==> config.mk <==
export PLATFORM = sky130hd
export DESIGN_NAME = sprite_row_fetch
export DESIGN_NICKNAME = d
export VERILOG_FILES = /design/src/rtl/sprite_row_fetch.sv
export SDC_FILE = /design/constraint.sdc
export NUM_CORES = 1
export LEC_CHECK = 0
export ABC_AREA = 0
export CORE_MARGIN = 3
export CORE_UTILIZATION = 30
export CTS_BUF_LIST = sky130_fd_sc_hd__clkbuf_2
export CTS_CLUSTER_SIZE = 10
export DETAILED_ROUTE_END_ITERATION = 12
export SYNTH_ARGS = -nofsm -noshare
export SYNTH_HDL_FRONTEND = slang
export SYNTH_SLANG_ARGS = --single-unit
export TNS_END_PERCENT = 20
==> constraint.sdc <==
create_clock -name CLK -period 3.7 [get_ports CLK]
set_input_delay 0.74 -clock CLK [delete_from_list [all_inputs] [get_ports CLK]]
set_output_delay 0.74 -clock CLK [all_outputs]
set_load 0.02 [all_outputs]
==> src/rtl/sprite_row_fetch.sv <==
// sprite_row_fetch: per-scanline sprite row prefetch sequencer.
// During hblank it walks the sprites, finds those covering the upcoming
// line and copies each hit sprite's row from the shared sprite memory into
// the line buffer. Each word is fetched through a req/grant port and written
// back one cycle after the request is accepted.
module sprite_row_fetch #(
    parameter int          NUM_SPRITES = 4,
    parameter int          SPRITE_W    = 10,
    parameter int          SPRITE_H    = 10,
    parameter int          DATA_W      = 4,
    parameter logic [15:0] SPRITE_BASE = 16'd0
) (
    input  logic                           CLK,
    input  logic                           RESET,
    input  logic                           line_start,
    input  logic [9:0]                     NextY,
    input  logic [NUM_SPRITES-1:0]         sprite_en,
    input  logic [8*NUM_SPRITES-1:0]       sprite_y,
    output logic                           mem_req,
    output logic [15:0]                    mem_address,
    input  logic                           mem_grant,
    input  logic [DATA_W-1:0]              mem_rdata,
    output logic                           buf_we,
    output logic [$clog2(NUM_SPRITES)-1:0] buf_sel,
    output logic [3:0]                     buf_idx,
    output logic [DATA_W-1:0]              buf_data,
    output logic [NUM_SPRITES-1:0]         row_hit,
    output logic                           busy,
    output logic                           done
);

    localparam int          SW        = $clog2(NUM_SPRITES);
    localparam logic [SW-1:0] LAST_S  = SW'(NUM_SPRITES - 1);
    localparam logic [3:0]  LAST_C    = 4'(SPRITE_W - 1);
    localparam logic [15:0] SPR_WORDS = 16'(SPRITE_W * SPRITE_H);
    localparam logic [15:0] ROW_WORDS = 16'(SPRITE_W);
    localparam logic [9:0]  HEIGHT    = 10'(SPRITE_H);

    typedef enum logic [2:0] {
        IDLE  = 3'd0,
        CHECK = 3'd1,
        FETCH = 3'd2,
        DRAIN = 3'd3,
        DONE  = 3'd4
    } state_t;

    state_t                 state_q;
    logic [SW-1:0]          s_q;
    logic [3:0]             c_q;
    logic [9:0]             ylat_q;
    logic [3:0]             row_q;
    logic [NUM_SPRITES-1:0] row_hit_q;
    logic                   pv_q;
    logic [SW-1:0]          ps_q;
    logic [3:0]             pc_q;

    logic [9:0]  top_y;
    logic [9:0]  diff;
    logic        hit;
    logic        accept;
    logic [15:0] fetch_addr;

    // Coverage test for the sprite currently under inspection; sprite
    // enable and position are taken live, so late register updates count.
    assign top_y = {2'b00, sprite_y[{s_q, 3'b000} +: 8]};
    assign diff  = ylat_q - top_y;
    assign hit   = sprite_en[s_q] && (ylat_q >= top_y) && (diff < HEIGHT);

    // Word address of pixel (row, c) of sprite s; wraps naturally at 16 bits.
    assign fetch_addr = SPRITE_BASE + 16'(s_q) * SPR_WORDS
                      + 16'(row_q) * ROW_WORDS + 16'(c_q);

    assign mem_req     = (state_q == FETCH);
    assign mem_address = mem_req ? fetch_addr : 16'd0;
    assign accept      = mem_req && mem_grant;

    // Read data arrives one cycle after accept and goes straight to the buffer.
    assign buf_we   = pv_q;
    assign buf_sel  = ps_q;
    assign buf_idx  = pc_q;
    assign buf_data = mem_rdata;

    assign row_hit = row_hit_q;
    assign busy    = (state_q != IDLE);
    assign done    = (state_q == DONE);

    // Sequencer: sprite scan, row fetch, writeback tracking and abort/restart.
    always_ff @(posedge CLK) begin
        if (RESET) begin
            state_q   <= IDLE;
            s_q       <= '0;
            c_q       <= '0;
            ylat_q    <= '0;
            row_q     <= '0;
            row_hit_q <= '0;
            pv_q      <= 1'b0;
            ps_q      <= '0;
            pc_q      <= '0;
        end else begin
            // An accepted word is written back next cycle even if the line
            // is restarted in the meantime.
            pv_q <= accept;
            if (accept) begin
                ps_q <= s_q;
                pc_q <= c_q;
            end

            if (line_start) begin
                ylat_q    <= NextY;
                s_q       <= '0;
                row_hit_q <= '0;
                state_q   <= CHECK;
            end else begin
                case (state_q)
                    IDLE: begin
                        state_q <= IDLE;
                    end
                    CHECK: begin
                        if (hit) begin
                            row_hit_q[s_q] <= 1'b1;
                            row_q          <= diff[3:0];
                            c_q            <= '0;
                            state_q        <= FETCH;
                        end else if (s_q == LAST_S) begin
                            state_q <= DONE;
                        end else begin
                            s_q <= s_q + SW'(1);
                        end
                    end
                    FETCH: begin
                        if (accept) begin
                            if (c_q != LAST_C) begin
                                c_q <= c_q + 4'd1;
                            end else if (s_q == LAST_S) begin
                                state_q <= DRAIN;
                            end else begin
                                s_q     <= s_q + SW'(1);
                                state_q <= CHECK;
                            end
                        end
                    end
                    DRAIN: begin
                        state_q <= DONE;
                    end
                    DONE: begin
                        state_q <= IDLE;
                    end
                    default: begin
                        state_q <= IDLE;
                    end
                endcase
            end
        end
    end

endmodule

* Yosys cells after proc, flatten, opt, wreduce, memory -nomap -nowiden
Cells that the tools add are included.
Storage, ports and cells: logic and storage cells 73, bits in registers 34, output and inout port bits 34, input port bits 54
Cells by class: reductions and logical operators 13, $mul 2, magnitude comparators 4, bitwise operators 2, shift operators 1, muxes and demuxes 21, eq/ne operators 15, $add $sub $neg 5
Operator list (count):
- $shiftx 32x6->8 | 1
- $mux 3 | 4
- $mux 4 | 3
- $add 10x4->11 | 1
- $mux 11 | 1
- $add 9x8->10 | 1
- $ge 10x8->1 | 1
- $lt 10x4->1 const B | 1
- $mux 2 | 5
- $sub 10x8->10 | 1
- $pmux 3 s3 | 1
- $reduce_and 3->1 | 3
- $ne 4x4->1 const B | 2
- $pmux 4 s2 | 1
- $mul 2x5->7 const B | 1
- $mul 4x3->7 const B | 1
- $eq 3x2->1 const B | 2
- $ne 2x2->1 const B | 3
- $ne 3x3->1 const B | 2
- $reduce_and 5->1 | 1
- $add 4x1->4 const B | 1
- $logic_and 1x1->1 | 4
- $ne 2x1->1 const B | 2
- $or 4x4->4 | 1
- 17 further kinds | 19

* Longest topological paths before layout
word-level depth 7, mapped depth 14, gate-level depth less buffers 11

* Least setup slack after synthesis
OpenSTA, ideal clock, no wires.
path kind flip-flop to flip-flop, from register s_q[0], to register row_q[0], arrival time 3.633 ns, required time 3.609 ns, library setup time 0.091 ns, buffers on the path 2, stages on the path, launching flop included 14, slack -0.024 ns, clock period less this slack 3.724 ns, cell sequence dfxtp_1 buf_1 mux4_2 ha_1 fa_1 nand2b_1 a21oi_2 inv_1 a2111oi_2 and4_1 and3_1 buf_6 a21oi_1 a311oi_1
On the way: cells in the longest elaborated chain, start to end 5, elaborated cells between the ends (all ways) 9, those cells by class add/sub: 1; order compare: 2; shift: 1; mux: 2; reduce/logical: 3
RTL lines:
- from (decl) | line 48 | logic [SW-1:0] s_q;
- from (signal assigned) | line 127 | s_q <= s_q + SW'(1);
- from (signal assigned) | line 137 | s_q <= s_q + SW'(1);
- $shiftx 32x6->8 or $bmux 1 s2 (tied branches) | line 65, 67
- $sub 10x8->10, or another cell as far along | line 66 | assign diff = ylat_q - top_y;
- $lt 10x4->1 or $logic_and 1x1->1 (tied branches) | line 67 | assign hit = sprite_en[s_q] && (ylat_q >= top_y) && (diff < HEIGHT);
- $logic_and 1x1->1 | line 67
- $reduce_and 3->1 (no source line)
- to (signal assigned) | line 121 | row_q <= diff[3:0];
- to (decl) | line 51 | logic [3:0] row_q;
Several ways; a longest one is shown, not always the timed one. The select of a mux whose other input is x is not followed. A chain may end at the register's enable or synchronous reset.

* Final worst setup path
from register row_q[1], to output port mem_address[8]
On the way: cells in the longest elaborated chain, start to end 4
RTL lines:
- $mul 4x3->7 | line 71 | + 16'(row_q) * ROW_WORDS + 16'(c_q);
- $add 9x8->10 | line 71
- $add 10x4->11 | line 71
- $mux 11 | line 74 | assign mem_address = mem_req ? fetch_addr : 16'd0;
- to (decl) | line 20 | output logic [15:0] mem_address,
Every way passes these cells.

==> metrics <==
global-route wire length before repair 11200 µm; dominant cell type by area after synthesis dfxtp_1; DR top layer met4; clock root cell clkbuf_2; Core Area 8460 µm²; max cap viols 0; syn_area_per_cell 8.69 µm²; CTS tree built; dpl cell area 3640 µm²; cts bufs inserted 5; diode count 0; Arr. time, crit path 2870 ps; die area 10200 µm²; Synth cell types 55; Area growth syn-to-layout 38.2%; via count 2433; RSZ-0062 raised after global routing true; area share of the largest cell type after synthesis 25.3%; DRC Markers 0; Worst setup EP type output port; number of flops mapped to enable cells by yosys 0; total clock sinks 34; Worst-Margin Slew 540 ps; Setup Skew 18.8 ps; Worst VDD drop 0.000124 V; worst-case clock buffer depth 2; initial core utilization 31.8%; leakage 1.60 nW; cells taking the most area after synthesis dfxtp_1 (25%), ha_1 (13%), mux4_2 (7.5%), a21oi_1 (5.2%), nor2_1 (4.5%); Rel. slew slack 63.9%; Skew-Pair Late Insertion Delay 380 ps; Detailed Route WL 6730 µm; Slew Viols, Final 0; metal2 WL 2980 µm; total track usage 13.8%; clk slew on worst S/H paths 170 ps; DP Wirelength 5460 µm; DR WL met3 275 µm; min cycle time layout 3610 ps; final setup TNS 0 ps; met1 WL 3410 µm; GR Overflow Total 0; antenna violations before repair 0; FILL cells 834; per-cell routed wire length 13.4 µm; Cell Pwr Density 215 nW/µm²; main flop type after synthesis dfxtp_1; Final setup viols 0; GP Congestion 0.836; layout cells sized above 1 18.3%; min-delay worst type reg2reg; Ports 88; Die Y 101 µm; CTS H-tree lvls 2; post-DR vias/cell 4.83; Final Hold Fails 0; Pre-antenna DRT Iters 4; outcome completed; port bufs 73; final core utilization 44.0%; startpoint types flip-flop; Detailed Route Iter0 Violations 84; Synth Warn # 0; CP max FO 3; vias in the first global route 2399; crit path kind reg2out; die width 101 µm; Worst Path Required 2960 ps; largest net degree at the start of global routing 27; Mapped Cells 310; Post-Synthesis Cell Area 2690 µm²; fmax 0.277 GHz; synthesized flop and latch total 34; Final nets 486; Core Rows 33; fin area 3720 µm²; ys async rst share 0%; Antenna Violating Nets Remaining 0; sequential-to-total area share from yosys stat 25.3%; final period utilization 97.6%
-- cells in the mapped netlist (5+ instances only) --
master	count
clkbuf_1	7
xnor2_1	5
buf_4	10
inv_1	24
nor2_1	32
mux2i_1	11
ha_1	29
nand3_1	5
nor3_1	5
o21ai_0	5
nand2_1	22
and3_1	7
mux4_2	9
a21oi_1	28
dfxtp_1	34
fa_1	5
or3_1	6
-- worst max-delay path, cell delays in order (launching register included) --
cell and delay, ps:
dfxtp_2 370, ha_4 240, ha_4 160, fa_2 330
xor2_1 150, ha_1 340, ha_4 260, nand2_1 50
o21bai_1 60, a21oi_1 170, xor2_1 170, nor2_1 50
buf_4 170
-- state kept, by name (all words and copies together) (netlist names) --
| name | count |
|---|---|
| ylat_q | 10 |
| s_q | 2 |
| buf_idx | 4 |
| row_q | 4 |
| buf_sel | 2 |
| row_hit | 4 |
| c_q | 4 |
| buf_we | 1 |
| state_q | 3 |
-- timing repair --
item	CTS	global route
pin swaps	6	9
hold buffers	0	0
setup buffers	0	0
setup endpoints to repair	5	18
resized for setup	23	14
-- per-layer routing --
layer	global-route usage, %	up-vias
li1	-	1251
met4	3.21	0
met5	0	-
met2	21.4	54
met1	19.8	1121
met3	2.70	7
-- where the power goes --
group / switching, mW / leakage (nW) / total (mW) / internal (mW)
registers: 0.00664 / 0.279 / 0.381 / 0.375
clock network: 0.129 / 0.0304 / 0.176 / 0.0465
logic: 0.108 / 1.29 / 0.243 / 0.134
-- layout make-up --
type / count / area (µm²) / area share [%]
multi-input cells: 234 / 1860 / 50.1
repair buffers: 99 / 912 / 24.5
flip-flops and latches: 34 / 687 / 18.5
well taps: 105 / 131 / 3.53
inverters: 24 / 90.1 / 2.42
clock buffers: 6 / 30.0 / 0.807
clock inverters: 2 / 8.76 / 0.235
-- cell usage in the layout, fill, tap and decap left out, drive strengths merged, types with 4 or more instances in the layout --
cell and count:
mux2i 11, nand3 5, ha 29, fa 5
nor2 32, inv 24, nand2b 4, and3 7
buf 29, clkbuf 7, nor2b 4, conb 6
dfxtp 34, or3 6, nand2 22, clkdlybuf4s50 67
mux4 9, a21oi 29, o21ai 7, xnor2 5
xor2 4, nor3 5
-- cells by family after synthesis --
kind of cell    count (synthesis)  synth area share [%]
xor+xnor                        9                  2.93
mux                            20                  11.6
compound gates                 65                  16.0
simple gates                   99                  18.2
other cells                     1                 0.139
fa+ha+maj                      35                  17.6
buf+inv                        47                  8.31
flops                          34                  25.3
-- per-stage QoR --
step                total power, mW  std cells  hold slack, ps  setup slack, ps
floorplan                     0.539        315             460              137
global placement              0.627        496             447             -274
detailed placement            0.630        496             448             -357
CTS                           0.805        504             469             3.09
global route                  0.857        504             500             -101
finish                        0.800        504             467             90.5
-- worst paths after layout --
path	start	to	slack, ps	cells after the start
worst min-delay path	buf_sel[1]	buf_sel[1]	470	2
worst max register to register	s_q[0]	row_q[2]	230	12
worst min register to register	buf_sel[1]	buf_sel[1]	470	2
worst max-delay path	row_q[1]	mem_address[8]	90	12
No activity file was read; power rests on OpenSTA's default activity.
